===== config.mk =====
export PLATFORM = sky130hd
export DESIGN_NAME = ws2812_rx
export DESIGN_NICKNAME = d
export VERILOG_FILES = /design/src/rtl/ws2812_pkg.sv /design/src/rtl/ws2812_rx_sync.sv /design/src/rtl/ws2812_rx.sv
export SDC_FILE = /design/constraint.sdc
export NUM_CORES = 1
export LEC_CHECK = 0
export ABC_AREA = 1
export CORE_ASPECT_RATIO = 0.9
export CORE_MARGIN = 2
export CORE_UTILIZATION = 40
export DETAILED_ROUTE_END_ITERATION = 16
export GPL_TIMING_DRIVEN = 0
export SLEW_MARGIN = 20
export SYNTH_ARGS = -nofsm -noshare
export SYNTH_HDL_FRONTEND = slang
export SYNTH_SLANG_ARGS = --single-unit

===== constraint.sdc =====
create_clock -name clk -period 1.57 [get_ports clk]
set_clock_uncertainty 0.1 [all_clocks]
set_input_delay 0.314 -clock clk [delete_from_list [all_inputs] [get_ports clk]]
set_output_delay 0.314 -clock clk [all_outputs]
set_load 0.02 [all_outputs]

===== src/rtl/ws2812_pkg.sv =====
// ws2812_pkg: shared WS2812 state encodings, timing constants and GRB helpers
package ws2812_pkg;
  localparam int CLK_FRE = 27_000_000;
  localparam int WIDTH = 24;
  localparam logic [15:0] T_THRESH = 16'd15;
  localparam logic [15:0] MIN_HIGH = 16'd4;
  localparam logic [15:0] MAX_HIGH = 16'd40;
  // 50 us of low line marks a reset gap
  localparam logic [15:0] DELAY_RESET = 16'(CLK_FRE / 20_000);
  typedef enum logic [2:0] {S_IDLE, S_ARMED, S_HIGH, S_LOW, S_PASS} state_t;
  function automatic logic [WIDTH-1:0] grb_pack(input logic [7:0] g, input logic [7:0] r, input logic [7:0] b);
    return {g, r, b};
  endfunction
endpackage


===== src/rtl/ws2812_rx_sync.sv =====
// ws2812_rx_sync: 2-flop synchroniser for din with rise/fall detection
module ws2812_rx_sync (
  input  logic clk,
  input  logic reset_n,
  input  logic din,
  output logic din_s,
  output logic rise,
  output logic fall
);
  logic s1, din_d;
  always_ff @(posedge clk)
    if (!reset_n) {s1, din_s, din_d} <= '0;
    else {s1, din_s, din_d} <= {din, s1, din_s};
  assign rise = din_s & ~din_d;
  assign fall = ~din_s & din_d;
endmodule


===== src/rtl/ws2812_rx.sv =====
// ws2812_rx: WS2812 NRZ receiver latching the first GRB word after a reset gap
// WS2812_RX_FWD_EN forwards the stream after the first word on dout
module ws2812_rx
  import ws2812_pkg::*;
(
  input  logic       clk,
  input  logic       reset_n,
  input  logic       din,
  output logic [7:0] g,
  output logic [7:0] r,
  output logic [7:0] b,
  output logic       valid,
  output logic       frame_start,
  output logic       err,
  output logic       dout
);
  logic din_s, rise, fall, gap, bit_val, bad;
  state_t state;
  logic [15:0] low_cnt, high_cnt;
  logic [4:0] bit_count;
  logic [WIDTH-2:0] shreg;
  ws2812_rx_sync u_sync (.clk(clk), .reset_n(reset_n), .din(din), .din_s(din_s), .rise(rise), .fall(fall));
  assign gap = ~din_s && low_cnt == DELAY_RESET - 16'd1;
  assign bit_val = high_cnt >= T_THRESH;
  assign bad = high_cnt < MIN_HIGH || high_cnt > MAX_HIGH;
  always_ff @(posedge clk) begin
    if (!reset_n) begin
      state <= S_IDLE;
      low_cnt <= '0;
      high_cnt <= '0;
      bit_count <= '0;
      shreg <= '0;
      {g, r, b} <= '0;
      valid <= 1'b0;
      frame_start <= 1'b0;
      err <= 1'b0;
    end else begin
      valid <= 1'b0;
      frame_start <= 1'b0;
      err <= 1'b0;
      low_cnt <= din_s ? '0 : (low_cnt == DELAY_RESET ? low_cnt : low_cnt + 16'd1);
      if (gap) begin
        frame_start <= 1'b1;
        err <= bit_count != '0 && bit_count != 5'(WIDTH);
        state <= S_ARMED;
        bit_count <= '0;
      end else begin
        case (state)
          S_ARMED: if (rise) begin
            state <= S_HIGH;
            high_cnt <= 16'd1;
          end
          S_HIGH: if (fall) begin
            if (bad) begin
              err <= 1'b1;
              state <= S_IDLE;
              bit_count <= '0;
            end else begin
              shreg <= {shreg[WIDTH-3:0], bit_val};
              bit_count <= bit_count + 5'd1;
              state <= S_LOW;
              if (bit_count == 5'(WIDTH - 1)) begin
                {g, r, b} <= {shreg, bit_val};
                valid <= 1'b1;
              end
            end
          end else begin
            // overlong pulse is flagged the clock it passes MAX_HIGH, not at its fall
            high_cnt <= high_cnt + 16'd1;
            if (high_cnt == MAX_HIGH) begin
              err <= 1'b1;
              state <= S_IDLE;
              bit_count <= '0;
            end
          end
          S_LOW: if (bit_count == 5'(WIDTH)) state <= S_PASS;
            else if (rise) begin
              state <= S_HIGH;
              high_cnt <= 16'd1;
            end
          default: ;
        endcase
      end
    end
  end
`ifdef WS2812_RX_FWD_EN
  always_ff @(posedge clk)
    if (!reset_n) dout <= 1'b0;
    else dout <= state == S_PASS && din_s;
`else
  assign dout = 1'b0;
`endif
endmodule


==> results of run 1 <==
power breakdown:
| part | internal [mW] | switching, mW |
|---|---|---|
| Sequential | 2.35 | 0.0145 |
| Combinational | 0.0372 | 0.0794 |
| Clock | 1.45 | 0.974 |
tightest hold or removal path: stages:
cell and delay [ns]:
buf_2 0.18, o21ai_2 0.09, nor2_1 0.04
per-stage QoR:
stage          area (um^2)  setup slack (ns)  TNS [ns]  std cells
2_1_floorplan         4333          -0.03273   -0.6061        627
3_3_place_gp          4775           -0.4603    -21.56        784
3_5_place_dp          4775           -0.5140    -24.07        784
4_1_cts               5662           -0.1794    -6.787        830
5_1_grt               6091           -0.3097    -17.55        846
6_report              6091           -0.2194    -9.858        846
synthesized netlist by cell type (all sizes together), types with 5 or more instances:
library cell	number	area, um^2
xor2	8	70.07
a21oi	24	120.1
dfxtp	93	1862
nand2	147	554.3
buf	16	100.1
o21ai	39	195.2
clkbuf	5	18.77
ha	7	87.58
nand4	9	71.32
inv	63	236.5
nor3	14	70.07
nor2	141	580.6
nand3	51	265.3
flip-flops by register name, summed over array words and instances, names as in the netlist:
name and count:
shreg 23, high_cnt 16, low_cnt 16, b 8
g 8, r 8, bit_count 5, state 3
err 1, frame_start 1, u_sync.din_d 1, u_sync.din_s 1
u_sync.s1 1, valid 1
cell usage in the layout, fill, tap and decap left out, drive strengths merged, types with 8 or more instances in the layout:
master / synthesis / layout
xor2: 8 / 8
buf: 16 / 60
dfxtp: 93 / 93
nor2: 141 / 141
nor3: 14 / 14
nand4: 9 / 9
dlygate4sd2: 0 / 27
inv: 63 / 65
o21ai: 39 / 39
clkbuf: 5 / 17
a21oi: 24 / 24
nand3: 51 / 51
nand2: 147 / 147
cells by family after synthesis:
| family | share of synthesized area (%) |
|---|---|
| flip-flops | 43.28 |
| XOR/XNOR | 1.833 |
| AO/OA/AOI/OAI | 8.406 |
| adder cells (fa/ha/maj) | 2.036 |
| buffers and inverters | 8.348 |
| other | 0.08718 |
| AND/OR/NAND/NOR | 36.01 |
area by class of cell:
type / instances / area, um^2 / area share, %
multi-input cells: 449 / 2594 / 42.58
flip-flops and latches: 93 / 1917 / 31.47
repair buffers: 74 / 661.9 / 10.87
inverters: 64 / 254.0 / 4.170
clock buffers: 10 / 239.0 / 3.924
plain buffers: 21 / 170.2 / 2.794
well taps: 129 / 161.4 / 2.650
clock inverters: 6 / 93.84 / 1.541
worst max path at each step:
stage | startpoint | end | slack [ns] | cells past startpoint
after floorplan | high_cnt[10] | b[1] | -0.03 | 10
after global placement | reset_n | low_cnt[13] | -0.46 | 6
after detailed placement | reset_n | low_cnt[13] | -0.51 | 6
after CTS | high_cnt[1] | r[1] | -0.18 | 11
after global routing | high_cnt[6] | g[1] | -0.31 | 10
final | high_cnt[6] | b[7] | -0.22 | 10
routing by layer:
metal	part of all wire, %	vias up
met3	3.4	15
li1	-	2157
met2	49	68
met1	46	1948
met4	1.7	0
met5	0	-
what timing repair did:
action | 4_1_cts | 5_1_grt
pin swaps | 15 | 27
setup endpoints to repair | 109 | 81
gates cloned | 4 | 2
resized for setup | 151 | 83
hold buffers | 0 | 0
buffers inserted | 26 | 14
==> results.sh, run 1 <==
export IMPL_status="finished with violations"
export IMPL_violations="negative setup slack"
export IMPL_slew_headroom_pct=60.15
export IMPL_die_area_um2=11600
export IMPL_ys_ff_latch=93
export IMPL_slowest_stage="dfxtp_4"
export IMPL_crit_top_cell="nor2_4"
export IMPL_holdWs_ns=0.2121
export IMPL_ys_seq_area_share_pct=43.28
export IMPL_wl_um=11310
export IMPL_drv_slew=0
export IMPL_cap_violations=0
export IMPL_clock_path_buffers=2
export IMPL_clk_pin_slew_ns=0.07
export IMPL_ys_flop_type="dfxtp_1"
export IMPL_fin_util_pct=58.93
export IMPL_fmax_mhz=558.8
export IMPL_wl_per_cell_um=13.37
export IMPL_antenna_cells=0
export IMPL_path_class="register to register"
export IMPL_cts_buffers_inserted=9
export IMPL_worst_pin_slew_ns=0.5977
export IMPL_die_w_um=113.3
export IMPL_fin_crit_ns=1.789
export IMPL_boundaryPins=31
export IMPL_via_per_inst=4.950
export IMPL_start_util_pct=41.62
export IMPL_power_total_mw=4.912
export IMPL_end_kind="register"
export IMPL_num_vias=4188
export IMPL_synthCells=627
export IMPL_dpl_hpwl_um=7014
export IMPL_hold_viol_final=0
export IMPL_nets=722
export IMPL_worstPathMaxFanout=5
export IMPL_use_met1_pct=24.80
export IMPL_firstDrtPassIters=5
export IMPL_grt_pass1_wl_um=17820
export IMPL_drt_iter0_drc=245
export IMPL_final_antenna_net_count=0
export IMPL_gr_max_usage_layer="met2"
export IMPL_grt_max_degree=17
export IMPL_r2r_slack_ns=-0.22
export IMPL_arrival_ns=1.98
export IMPL_cp_buffers_inverters=1
export IMPL_htree_levels=3
export IMPL_drc=0
export IMPL_cts_root_buffer="clkbuf_16"
export IMPL_synth_area_um2=4302
export IMPL_vdd_drop_max_mv=0.6995
export IMPL_cellPowerDensity_nw_per_um2=806.5
export IMPL_core_region_area_um2=10330
export IMPL_rsz0062_at_grt="true"
export IMPL_die_h_um=102.4
export IMPL_global_route_usage_total_pct=19.30
export IMPL_synth_edf_count=0
export IMPL_finalCritPeriodShare_pct=114.0
export IMPL_grt_util_met2_pct=32.20
export IMPL_power_leakage_nw=2.702
export IMPL_syn_num_nets=637
export IMPL_setup_viol=70
export IMPL_grt_pass1_vias=3866
export IMPL_slowest_delay_ns=0.37
export IMPL_synth_warnings=0
export IMPL_grt_ovfl_total=0
export IMPL_async_flop_share_pct=0
export IMPL_avgSynthCellArea_um2=6.861
export IMPL_nFillCells=927
export IMPL_port_buffers=28
export IMPL_antenna_found_initial=0
export IMPL_crit_chain="nor2_4, nand2_2, nor2_4, nor2_4, nor2_8, nand4_4, nor2_4, buf_6, nand2_2, nand2_1"
export IMPL_layout_setup_ws_ns=-0.2194
export IMPL_cts_tree="built"
export IMPL_drive_gt1_share_pct=31.38
export IMPL_cts_sinks=93
export IMPL_worstSkewPairLatency_ns=0.35
export IMPL_rows=35
export IMPL_synthDistinctLibCells=33
export IMPL_hold_depth=3
export IMPL_syn2layout_area_growth_pct=41.59
export IMPL_rr_endpoint="b[7]"
export IMPL_critical_path_startpoint_type="register"
export IMPL_rr_worst_depth=10
export IMPL_cpLargestDelayFamily="simple AND/OR/NAND/NOR gates"
export IMPL_holdCritPathClass="primary input to register"
export IMPL_hold_end="high_cnt[1]"
export IMPL_grt_use_met3_pct=4.330
export IMPL_required_ns=1.76
export IMPL_min_from="reset_n"
export IMPL_routabilityCongestion=0.8171
export IMPL_rr_startpoint="high_cnt[6]"
Note: power is estimated with default switching activity, not from simulation.
==> run 2, diff against run 1 <==
==> constraint.sdc (replaced) <==
create_clock -name clk -period 1.57 [get_ports clk]
set_clock_uncertainty 0.1 [all_clocks]
set_input_delay 0.2355 -clock clk [delete_from_list [all_inputs] [get_ports clk]]
set_output_delay 0.2355 -clock clk [all_outputs]
set_load 0.02 [all_outputs]
==> results.sh, run 2 (synthesis gave the netlist of run 1 again) <==
export IMPL_p_comb_share_pct=2.4
export IMPL_internal_power_mw=3.851
export IMPL_cellPowerDensity_nw_per_um2=804.9
export IMPL_antenna_found_initial=0
export IMPL_setup_tns_ns=-9.214
export IMPL_routabilityCongestion=0.8171
export IMPL_drt_iter0_drc=226
export IMPL_drive_gt1_share_pct=31.89
export IMPL_die_h_um=102.4
export IMPL_core_region_area_um2=10330
export IMPL_via_per_inst=5.002
export IMPL_die_w_um=113.3
export IMPL_vdd_drop_max_mv=0.6987
export IMPL_wl_um=11280
export IMPL_rr_startpoint="high_cnt[7]"
export IMPL_fin_crit_ns=1.770
export IMPL_clk_pin_slew_ns=0.07
export IMPL_hold_viol_final=0
export IMPL_nets=723
export IMPL_dp_slack_ns=-0.4355
export IMPL_dpl_hpwl_um=7014
export IMPL_seq_power_share_pct=48.4
export IMPL_antenna_cells=0
export IMPL_arrival_ns=1.96
export IMPL_r2r_slack_ns=-0.20
export IMPL_clockPowerShare_pct=49.2
export IMPL_multi_input_area_um2=2589
export IMPL_rr_worst_depth=10
export IMPL_grt_pass1_vias=3928
export IMPL_grt_pass1_wl_um=18020
export IMPL_min_from="reset_n"
export IMPL_worstSkewPairLatency_ns=0.34
export IMPL_final_cell_mix="109 x nand2_1, 104 x nor2_1, 71 x dfxtp_1"
export IMPL_cts_tree="built"
export IMPL_place_area_um2=4775
export IMPL_rsz0062_at_grt="true"
export IMPL_crit_top_cell="nor2_4"
export IMPL_hold_end="high_cnt[10]"
export IMPL_violations="negative setup slack"
export IMPL_cts_buffers_inserted=9
export IMPL_status="finished with violations"
export IMPL_slowest_delay_ns=0.36
export IMPL_placed_cells=784
export IMPL_worst_pin_slew_ns=0.6989
export IMPL_boundaryPins=31
export IMPL_fmax_mhz=564.8
export IMPL_worstPathMaxFanout=5
export IMPL_grt_max_degree=17
export IMPL_power_leakage_nw=2.705
export IMPL_regMostFlops="shreg"
export IMPL_final_common_cell="nand2_1"
export IMPL_slew_headroom_pct=53.41
export IMPL_rr_endpoint="g[0]"
export IMPL_required_ns=1.76
export IMPL_drv_slew=0
export IMPL_die_area_um2=11600
export IMPL_layout_setup_ws_ns=-0.2004
export IMPL_cts_root_buffer="clkbuf_16"
export IMPL_holdWs_ns=0.1534
export IMPL_cts_sinks=93
export IMPL_swShare_pct=21.47
export IMPL_rows=35
export IMPL_finish_instance_area_um2=6092
export IMPL_global_route_usage_total_pct=19.40
export IMPL_setup_viol=70
export IMPL_critical_path_startpoint_type="register"
export IMPL_drc=0
export IMPL_largest_reg_flops=23
export IMPL_holdCritPathClass="primary input to register"
export IMPL_nFillCells=912
export IMPL_port_buffers=28
export IMPL_end_kind="register"
export IMPL_fin_util_pct=58.95
export IMPL_stdcell_count=847
export IMPL_grt_ovfl_total=0
export IMPL_crit_chain="nor2_4, nand2_2, nor2_4, nor2_4, nor2_8, nand4_4, nor2_4, buf_6, nand2_1, nand2_1"
export IMPL_power_switching_mw=1.053
export IMPL_htree_levels=3
export IMPL_cap_violations=0
export IMPL_register_area_um2=1907
export IMPL_finalCritPeriodShare_pct=112.8
export IMPL_wl_per_cell_um=13.31
export IMPL_power_total_mw=4.903
export IMPL_firstDrtPassIters=6
export IMPL_num_vias=4237
export IMPL_clock_path_buffers=2
export IMPL_syn2layout_area_growth_pct=41.62
export IMPL_path_class="register to register"
export IMPL_slowest_stage="dfxtp_2"
export IMPL_start_util_pct=41.62
export IMPL_final_antenna_net_count=0
export IMPL_hold_depth=3
export IMPL_top_regs="shreg x23, high_cnt x16, low_cnt x16"
[run 2: changes by cell type in the layout (fill, tap and decap cells not counted), moves of 2 or more]
cell	before	now
inv_2	11	13
o21ai_0	31	29
a21oi_1	19	15
dfxtp_1	69	71
a21oi_2	5	9
nor2_1	106	104
inv_1	49	47
nor2_2	14	17
nand2_1	105	109
nand2_2	36	33
dfxtp_4	10	7
buf_4	41	39
buf_6	10	15
[run 2: worst max path at each step]
stage,from,end,cells past startpoint
after floorplan,high_cnt[10],b[1],10
after global placement,reset_n,low_cnt[13],6
after detailed placement,reset_n,low_cnt[13],6
after CTS,high_cnt[1],r[1],11
after global routing,high_cnt[5],shreg[12],9
final,high_cnt[7],g[0],10
[run 2: critical path, delay by kind of cell (launching register included)]
kind	cells	cell delay [ns]
flip-flops	1	0.36
AND/OR/NAND/NOR	9	1.07
buffers and inverters	1	0.16
[run 2: cell type report]
class / instances / area share [%]
inverter: 64 / 4.292
multi-input combinational: 449 / 42.49
timing repair buffer: 75 / 10.99
clock buffer: 10 / 3.923
buffer: 21 / 2.814
sequential: 93 / 31.30
tap: 129 / 2.649
clock inverter: 6 / 1.540
[run 2: what timing repair did]
item | 4_1_cts | 5_1_grt
setup buffers | 30 | 12
endpoints found under the setup margin | 107 | 85
pin swaps | 18 | 21
gates cloned | 5 | 0
gates resized for setup | 151 | 88
hold buffers | 0 | 0
[run 2: routing by layer]
| layer | routed length (um) | share of wire (%) | global-route usage, % | vias to the layer above |
|---|---|---|---|---|
| met5 | 0 | 0 | 0 | - |
| met4 | 191 | 1.7 | 6.754 | 0 |
| li1 | - | - | - | 2159 |
| met3 | 498 | 4.4 | 4.745 | 19 |
| met1 | 5167 | 46 | 25.17 | 1965 |
| met2 | 5418 | 48 | 31.87 | 94 |
[run 2: power by group through the flow]
| stage | logic [mW] | registers (mW) | clock network, mW |
|---|---|---|---|
| 2_1_floorplan | 0.0702 | 2.43 | 0 |
| 3_3_place_gp | 0.0980 | 2.43 | 0 |
| 3_5_place_dp | 0.0985 | 2.43 | 0 |
| 4_1_cts | 0.106 | 2.37 | 2.46 |
| 5_1_grt | 0.133 | 2.38 | 2.54 |
| 6_report | 0.119 | 2.37 | 2.41 |
==> run 3, diff against run 2 <==
--- a/config.mk
+++ b/config.mk
@@ -5,7 +5,6 @@
 export SDC_FILE = /design/constraint.sdc
 export NUM_CORES = 1
 export LEC_CHECK = 0
-export ABC_AREA = 1
 export CORE_ASPECT_RATIO = 0.9
 export CORE_MARGIN = 2
 export CORE_UTILIZATION = 40
==> results.sh, run 3 <==
export IMPL_grt_pass1_vias=3258
export IMPL_yosysMostFrequentCell="dfxtp_1"
export IMPL_synthTopCellsByCount="93 x dfxtp_1, 65 x nand2_1, 48 x mux2i_1, 40 x nor2_1, 18 x xnor2_1"
export IMPL_dp_slack_ns=-0.9407
export IMPL_cts_sinks=93
export IMPL_crit_chain="inv_2, ha_4, nand2b_4, a2111o_1, nor3_4, nand2_4, buf_12, mux2i_1"
export IMPL_synth_top_family_by_area="simple AND/OR/NAND/NOR gates"
export IMPL_status="finished with violations"
export IMPL_top_regs="shreg x23, high_cnt x16, low_cnt x16"
export IMPL_nets=519
export IMPL_boundaryPins=31
export IMPL_grt_ovfl_total=0
export IMPL_cellPowerDensity_nw_per_um2=831.2
export IMPL_fmax_mhz=525.1
export IMPL_crit_start="high_cnt[1]"
export IMPL_dpl_hpwl_um=6013
export IMPL_rsz0062_at_grt="true"
export IMPL_drive_gt1_share_pct=31.58
export IMPL_power_leakage_nw=2.439
export IMPL_vdd_drop_max_mv=0.8024
export IMPL_cts_buffers_inserted=9
export IMPL_firstDrtPassIters=4
export IMPL_cpLargestDelayFamily="simple AND/OR/NAND/NOR gates"
export IMPL_path_class="register to register"
export IMPL_hold_viol_final=0
export IMPL_grt_max_degree=16
export IMPL_min_from="u_sync.s1"
export IMPL_final_common_cell="dfxtp_1"
export IMPL_drv_slew=0
export IMPL_drt_iter0_drc=122
export IMPL_die_w_um=110.1
export IMPL_synth_area_um2=4055
export IMPL_synth_xor_area_share_pct=5.184
export IMPL_final_antenna_net_count=0
export IMPL_arrival_ns=2.01
export IMPL_worstSkewPairLatency_ns=0.33
export IMPL_clock_path_buffers=2
export IMPL_layout_setup_ws_ns=-0.3343
export IMPL_cts_root_buffer="clkbuf_16"
export IMPL_cts_tree="built"
export IMPL_htree_levels=3
export IMPL_rr_startpoint="high_cnt[1]"
export IMPL_critical_path_startpoint_type="register"
export IMPL_worstPathMaxFanout=10
export IMPL_ys_ff_latch=93
export IMPL_port_buffers=29
export IMPL_cap_violations=0
export IMPL_synth_compound_area_share_pct=8.917
export IMPL_rows=34
export IMPL_routabilityCongestion=0.8162
export IMPL_die_h_um=99.52
export IMPL_wl_per_cell_um=15.33
export IMPL_setup_viol=74
export IMPL_drc=0
export IMPL_synthAdderAreaFrac_pct=2.160
export IMPL_holdCritPathClass="register to register"
export IMPL_core_region_area_um2=9784
export IMPL_grt_pass1_wl_um=15970
export IMPL_violations="negative setup slack"
export IMPL_start_util_pct=41.45
export IMPL_largest_reg_flops=23
export IMPL_clk_pin_slew_ns=0.06
export IMPL_antenna_found_initial=0
export IMPL_synthCells=429
export IMPL_stdcell_count=639
export IMPL_end_kind="register"
export IMPL_yosysTopAreaCell="dfxtp_1"
export IMPL_synthMuxAreaShare_pct=11.85
export IMPL_syn_num_nets=439
export IMPL_regMostFlops="shreg"
export IMPL_slowest_stage="a2111o_1"
export IMPL_required_ns=1.67
export IMPL_antenna_cells=0
export IMPL_synthDistinctLibCells=47
export IMPL_synth_edf_count=0
export IMPL_avgSynthCellArea_um2=9.453
export IMPL_slowest_delay_ns=0.41
export IMPL_wl_um=9797
export IMPL_syn2layout_area_growth_pct=43.78
export IMPL_synth_top_area_share_pct=45.91
export IMPL_cts_hold_buf=0
export IMPL_die_area_um2=10960
export IMPL_final_cell_mix="68 x dfxtp_1, 61 x nand2_1, 48 x mux2i_1"
export IMPL_ys_flop_type="dfxtp_1"
export IMPL_synth_warnings=0
export IMPL_synth_simple_area_share_pct=21.69
export IMPL_cp_buffers_inverters=2
export IMPL_synthTopCellsByArea="dfxtp_1 46%, mux2i_1 12%, nand2_1 6.0%"
export IMPL_global_route_usage_total_pct=18.45
export IMPL_fin_crit_ns=1.904
export IMPL_via_per_inst=5.213
export IMPL_ys_seq_area_share_pct=45.91
export IMPL_placed_cells=584
export IMPL_num_vias=3331
export IMPL_r2r_slack_ns=-0.33
export IMPL_finalCritPeriodShare_pct=121.3
export IMPL_async_flop_share_pct=0
[run 3: cell count changes after synthesis, moves of 6 or more]
cell,before,now
nand2_1,146,65
inv_1,61,11
nor2_1,132,40
o21ai_0,38,4
nand3_1,49,17
a21oi_1,24,13
mux2i_1,0,48
a211oi_1,0,8
xnor2_1,1,18
and3_1,0,6
nor3_1,14,6
[run 3: power by group]
group          total [mW]  internal (mW)  leakage [nW]  switching [mW]
Clock                2.33           1.43         0.151           0.894
Sequential           2.37           2.36         0.764          0.0103
Combinational       0.146         0.0604          1.52          0.0857
Total                4.85           3.86          2.44           0.990
[run 3: layout make-up]
cell class,instances,area (um^2)
Fill cell,797,3954
Multi-Input combinational cell,304,2535
Sequential cell,93,1908
Timing Repair Buffer,70,640.6
Clock buffer,10,239.0
Buffer,20,225.2
Tap cell,126,157.7
Clock inverter,5,83.83
Inverter,11,41.29
[run 3: final timing paths]
path,endpoint,depth (start not counted)
min reg2reg,u_sync.din_s,1
max,b[0],8
min,u_sync.din_s,1
max reg2reg,b[0],8
[run 3: cells by family after synthesis]
logic type | after synthesis
compound gates | 47
xor+xnor | 24
fa+ha+maj | 7
buf+inv | 32
flops | 93
mux | 48
other cells | 1
simple gates | 177
[run 3: what timing repair did]
action                     4_1_cts  5_1_grt
setup endpoints to repair      115       88
resized for setup              104       34
pin swaps                       29       30
buffers inserted                28       12
gates cloned                     2        1
[run 3: stage by stage]
stage	setup TNS (ns)	hold WS [ns]	utilization, %	cell area, um^2	power, mW
final	-20.40	0.3313	59.59	5831	4.847
after floorplan	-15.37	0.2628	-	4318	2.496
after global routing	-26.50	0.3508	59.59	5831	4.991
after CTS	-19.00	0.3337	57.46	5622	4.876
after detailed placement	-54.05	0.3177	48.71	4766	2.531
after global placement	-50.41	0.3186	48.71	4766	2.529
[run 3: per-layer routing]
layer | vias up | global-route usage (%) | part of all wire [%]
met4 | 0 | 5.385 | 1.3
met1 | 1608 | 26.32 | 49
met2 | 58 | 28.27 | 47
li1 | 1656 | - | -
met3 | 9 | 3.604 | 3.4
met5 | - | 0 | 0
